**src/rtl/cpu_sequencer.sv**
```systemverilog
// Instruction sequencer: IDLE/FETCH/DECODE/MEM/EXEC/HALT control with a retired-instruction counter.
// Optional single-step mode is compiled in with `define CPU_SEQUENCER_SINGLE_STEP_EN (adds port step).
module cpu_sequencer #(
    parameter int unsigned INST_W = 16,
    parameter int unsigned CNT_W  = 16
) (
    input  logic              clk,
    input  logic              rst_n,
    input  logic              run,
    input  logic              resume,
    input  logic              halt_req,
`ifdef CPU_SEQUENCER_SINGLE_STEP_EN
    input  logic              step,
`endif
    output logic              imem_req,
    input  logic              imem_ack,
    input  logic [INST_W-1:0] imem_rdata,
    output logic [INST_W-1:0] instruction,
    input  logic              is_mem_op,
    output logic              dmem_req,
    input  logic              dmem_ack,
    output logic              exec_en,
    output logic              pc_update_en,
    output logic              halted,
    output logic              busy,
    output logic [CNT_W-1:0]  instr_count
);

    typedef enum logic [2:0] {
        StIdle,
        StFetch,
        StDecode,
        StMem,
        StExec,
        StHalt
    } state_e;

    localparam logic [CNT_W-1:0] CntOne = 1;

    state_e             state_q, state_d;
    logic [INST_W-1:0]  instr_q;
    logic [CNT_W-1:0]   count_q;
    logic               imem_req_q, dmem_req_q, exec_q, halted_q, busy_q;
    logic               idle_start, retire_fetch, mem_retire, retire;

`ifdef CPU_SEQUENCER_SINGLE_STEP_EN
    // Single-step: each instruction needs its own step pulse, so retire always parks in IDLE.
    assign idle_start   = step;
    assign retire_fetch = 1'b0;
`else
    assign idle_start   = run;
    assign retire_fetch = run;
`endif

    assign mem_retire = (state_q == StMem) && dmem_ack;
    assign retire     = (state_q == StExec) || mem_retire;

    always_comb begin
        state_d = state_q;
        case (state_q)
            StIdle:   if (idle_start) state_d = StFetch;
            StFetch:  if (imem_ack) state_d = StDecode;
            StDecode: state_d = is_mem_op ? StMem : StExec;
            StMem, StExec: begin
                if (retire) begin
                    if (halt_req)          state_d = StHalt;
                    else if (retire_fetch) state_d = StFetch;
                    else                   state_d = StIdle;
                end
            end
            StHalt:   if (resume) state_d = StIdle;
            default:  state_d = StIdle;
        endcase
    end

    // Moore outputs are registered from the next state so they line up with state_q and
    // drop together with it on asynchronous reset.
    always_ff @(posedge clk or negedge rst_n) begin
        if (!rst_n) begin
            state_q    <= StIdle;
            instr_q    <= '0;
            count_q    <= '0;
            imem_req_q <= 1'b0;
            dmem_req_q <= 1'b0;
            exec_q     <= 1'b0;
            halted_q   <= 1'b0;
            busy_q     <= 1'b0;
        end else begin
            state_q    <= state_d;
            imem_req_q <= (state_d == StFetch);
            dmem_req_q <= (state_d == StMem);
            exec_q     <= (state_d == StExec);
            halted_q   <= (state_d == StHalt);
            busy_q     <= (state_d == StFetch) || (state_d == StDecode) ||
                          (state_d == StMem) || (state_d == StExec);
            if ((state_q == StFetch) && imem_ack) instr_q <= imem_rdata;
            if (retire) count_q <= count_q + CntOne;
        end
    end

    assign imem_req     = imem_req_q;
    assign dmem_req     = dmem_req_q;
    // The MEM retire pulse follows dmem_ack within the same cycle.
    assign exec_en      = exec_q | mem_retire;
    assign pc_update_en = exec_q | mem_retire;
    assign halted       = halted_q;
    assign busy         = busy_q;
    assign instruction  = instr_q;
    assign instr_count  = count_q;

endmodule

```
**config.mk**
```make
export PLATFORM = sky130hd
export DESIGN_NAME = cpu_sequencer
export DESIGN_NICKNAME = d
export VERILOG_FILES = /design/src/rtl/cpu_sequencer.sv
export SDC_FILE = /design/constraint.sdc
export NUM_CORES = 1
export LEC_CHECK = 0
export BUFFER_PORTS_ARGS = -buffer_cell sky130_fd_sc_hd__buf_2
export CAP_MARGIN = 20
export CORE_MARGIN = 2
export CORE_UTILIZATION = 31
export DETAILED_ROUTE_END_ITERATION = 8
export GPL_TIMING_DRIVEN = 0
export PLACE_DENSITY = 0.62
export REMOVE_ABC_BUFFERS = 1
export SYNTH_ARGS = -nofsm -noshare
export SYNTH_HDL_FRONTEND = slang
export SYNTH_SLANG_ARGS = --single-unit
```
**constraint.sdc**
```tcl
create_clock -name clk -period 1.78 [get_ports clk]
set_clock_uncertainty 0.2 [all_clocks]
set_input_delay 0 -clock clk [delete_from_list [all_inputs] [get_ports clk]]
set_output_delay 0 -clock clk [all_outputs]
set_load 0.03 [all_outputs]
```
Word-level counts from Yosys, hierarchy flattened
Index checks and enable logic that the tools add are counted.

$add $sub $neg: 1. Equality and inequality tests: 10. Mux-type cells: 8. Bitwise logic cells: 1. Reduce and logical (&&, ||, !) cells: 8.

Operators by type and width (number): $mux W3 (6); $add A16 B1 Y16 const B (1); $pmux W3 S5 (1); $eq A3 B2 Y1 const B (4); $eq A3 B3 Y1 const B (4); $eq A3 B1 Y1 const B (2); $logic_or A1 B1 Y1 (4); $logic_not A3 Y1 (1); $logic_and A1 B1 Y1 (2); $reduce_or A2 Y1 (1); $mux W1 (1); $or A1 B1 Y1 (1).

Register bits: 40. Input bits: 24.

Logic depth before layout (Yosys ltp)
Depth after elaboration: 9. Mapped depth: 6. Mapped depth without buffers: 5.

Worst setup path before layout
No wires, ideal clock.

Path type: register -> register. Start point: register state_q[0]. End point: register instr_q[10] (netlist: instruction[10]). Setup time: 0.125 ns. Data arrival time: 1.566 ns. Required time: 1.455 ns. Slack: -0.111 ns. Cell stages (with the launch flop): 6. Cell sequence: dfrtp_1 > buf_2 > nand2_1 > nor3_2 > buf_2 > mux2_2.

Longest elaborated chain between the ends: 2.

Ends and longest elaborated chain: start: declaration (RTL line 40) `state_e state_q, state_d;`; start signal: assignment (RTL line 80) `state_q <= StIdle;`; start signal: assignment (RTL line 89) `state_q <= state_d;`; $eq A3 B1 Y1 (RTL line 96) `if ((state_q == StFetch) && imem_ack) instr_q <= imem_rdata;`; $logic_and A1 B1 Y1 (RTL line 96); end signal: assignment (RTL line 96); end: declaration (RTL line 41) `logic [INST_W-1:0] instr_q;`.

No other way between the ends. A chain may end at the register's enable or synchronous reset.

Worst setup path in the final report
Start point: register state_q[0]. End point: register count_q[12] (netlist: instr_count[12]).

Longest elaborated chain between the ends: 3. Elaborated cells on any way between the ends: 4. Those cells by class: 2 x eq/ne; 2 x reduce/logical.

Ends and longest elaborated chain: $eq A3 B2 Y1 (RTL line 55) `assign mem_retire = (state_q == StMem) && dmem_ack;`; $logic_and A1 B1 Y1 (RTL line 55); $logic_or A1 B1 Y1 * (RTL line 56) `assign retire = (state_q == StExec) || mem_retire;`; end signal: assignment (RTL line 97) `if (retire) count_q <= count_q + CntOne;`; end: declaration (RTL line 42) `logic [CNT_W-1:0] count_q;`.

Mark *: on every way between the ends. The rest lies on a longest branch, timed or not.

==> metrics.txt <==
f_max approximately 530 MHz; most frequent cells in the layout buf_2 (61), dfrtp_1 (38), dlygate4sd3_1 (22), mux2_2 (17), xnor2_1 (13); Post-Synth Simple-Gate Area approximately 14%; Overall Global Routing Usage 13.6%; total of max-cap violations 0; Register Area roughly 1000 µm²; yosys warns 0; Compound-Gate Fraction of Synth Area 5.26%; share of cells above drive strength 1 47.4%; setup violators final 11; RSZ-0062 raised after global routing true; synthesized area per cell between 10 and 15 µm²; WP data required roughly 1.8 ns; Worst R2R Setup Slack -0.11 ns; mux cell area share after synthesis a little under an eighth; H-tree depth 2; Distinct cells, synth 28; Synth Area in Adders 0.741%; Max Fanout on Critical Path 5; end of the worst register-to-register path instr_count[12]; DP Wirelength roughly 2.3 mm; post-synthesis cell count 132; Worst path max stage delay approximately 0.44 ns; Seq cells post-synth 40; R2R Path Start state_q[0]; PortBufs 61; Final WS setup -0.111 ns; Via Count roughly 1.3k; Hold Worst Slack approximately 0.045 ns; largest net degree at the start of global routing approximately 40; Slew headroom 42.0%; crit path capture instr_count[12]; worst hold start imem_ack; CTS tree done; number of antenna violations at the first check in global routing 0; leading cell type in the layout, fill and taps excluded buf_2; Initial Utilization between 30% and 40%; per-cell routed wire length approximately 13 µm; Fillers between 400 and 500; Worst setup startpoint state_q[0]; DR DRC count 0; Final Net Count between 200 and 300; main flop type after synthesis dfrtp_1; area delta synth->final 51.4%; Max VDD drop around 680 µV; CTS buffer count 5; Root Buffer clkbuf_8; clock sinks 40; async set or reset register ratio after synthesis 100%; arrival time worst endpoint 1.87 ns; Worst Setup End Kind flip-flop; pre-CTS setup slack -0.229 ns; sequential-to-total area share from yosys stat a little under 60%; Post-synth EDFFs 0; Iter 0 DRT Violations 42; crit-path leading delay family simple AND/OR/NAND/NOR gates; Slew Viols, Final 0; Skew-Pair Late Insertion Delay 0.29 ns; outcome complete, but fails checks; slowest CP cell dfrtp_2; Hold Violations, Final 0; Post-Synth XOR/XNOR Area under 10%; combinational family with the most area after synthesis simple AND/OR/NAND/NOR gates; Row Count 26; Post-DRT Antenna Nets 0; core area slightly above 5000 µm²; GPL Wtd Cong between 0.7 and 0.8; clk slew on worst S/H paths about 0.080 ns; multi-input gate area in the final layout around 670 µm²; synthesized cell area ~1700 µm²; vias in the first global route ~1.3k; ANT cells 0; r2r worst-path depth 4; leak pwr 0.00123 µW; Detailed Routing Iterations Pass 1 4; final worst path period share 106%; Setup Crit Path Kind reg -> reg; crit start category flip-flop; failing checks setup timing; first-pass GRT wire length between 6 and 7 mm; CTS max path bufs 2; final wirelength around 3.8 mm; gr ovfl total 0; DIE AREA between 6000 and 7000 µm²; Slew @ Worst Pin just under 0.9 ns; Crit path buffers/inverters 0; CP Depth 4; Final Critical Period between 1.5 and 2 ns; worst-path cell chain or3b_4 -> a2111oi_4 -> nand4_1 -> xnor2_1; Worst Hold Class in -> reg; pwr dens ~1600 nW/µm²; Via density around 4.4; I/O Pins 62; Die W between 70 and 80 µm; Die H just under 80 µm
## cells in the mapped netlist (2+ instances only)
master    instances  share of area (%)
xnor2_1          13                6.7
inv_1             4               0.89
dfrtp_1          40                 59
xor2_1            2                1.0
nand2_1          10                2.2
a21oi_1           4                1.2
nand4_1           4                1.5
nor2_1            4               0.89
buf_2             2               0.59
or2_2             3                1.1
nor3_1            3               0.89
nand2b_1          6                2.2
mux2_2           17                 11
nand3_1           6                1.8
## metal layers
metal / GRT usage (%) / up-vias / wire length [µm]
li1: - / 653 / -
met1: 16.6 / 631 / 1730
met2: 23.2 / 33 / 1880
met3: 3.14 / 6 / 158
met4: 5.36 / 0 / 66
met5: 0 / - / 0
## report_power, final
group	leakage (µW)	internal (µW)	switching [µW]
logic	0.000662	792	1120
registers	0.000501	1230	201
clock network	0.0000645	495	306
## cells by family after synthesis
kind of cell / count (synthesis)
AOI/OAI and AO/OA: 10
muxes: 17
and+or+nand+nor: 42
xor gates and xnor gates: 15
DFF: 40
adders and majority gates: 1
buffers and inverters: 7
## registers in the layout, summed over array words and instances (netlist names)
register and cells:
busy 1, dmem_req 1, exec_q 1, halted 1
imem_req 1, instr_count 16, instruction 16, state_q 3
## worst reg2reg max path, stage by stage, from the launching register on
cell	delay (ns)
dfrtp_2	0.44
or3b_4	0.44
a2111oi_4	0.40
nand4_1	0.16
xnor2_1	0.14
## worst min path at each step
stage / end / slack, ns / cells after the start
detailed placement: instr_count[12] / -0.02 / 1
global route: state_q[0] / 0.07 / 5
finish: state_q[0] / 0.04 / 5
floorplan: busy / -0.50 / 0
global placement: instr_count[14] / -0.02 / 1
CTS: state_q[0] / 0.03 / 5
## through the flow
step / TNS [ns] / instance area (µm²) / power (µW) / utilization, % / std cells
6_report: -0.608 / 2560 / 4150 / 49.4 / 304
5_1_grt: -1.63 / 2560 / 4410 / 49.4 / 304
4_1_cts: -0.702 / 2480 / 4050 / 48.0 / 298
3_5_place_dp: -4.35 / 2080 / 3110 / 40.1 / 261
3_3_place_gp: -13.63 / 2060 / 3070 / 39.9 / 260
2_1_floorplan: -3.69 / 1670 / 2620 / - / 129
## area by class of cell
class	count	share of cell area (%)
clock buffer	7	3.77
timing repair buffer	97	25.4
tap	70	3.42
clock inverter	1	1.17
inverter	4	0.587
sequential	40	39.2
multi-input combinational	85	26.4
## what timing repair did
action / in CTS / in global routing
pin swaps: 2 / 2
gates resized for setup: 3 / 6
endpoints found under the setup margin: 35 / 27
cloned: 0 / 1
endpoints found under the hold margin: 62 / 0
hold buffers: 22 / 0
setup buffers: 7 / 5
No activity file was read; power rests on OpenSTA's default activity.
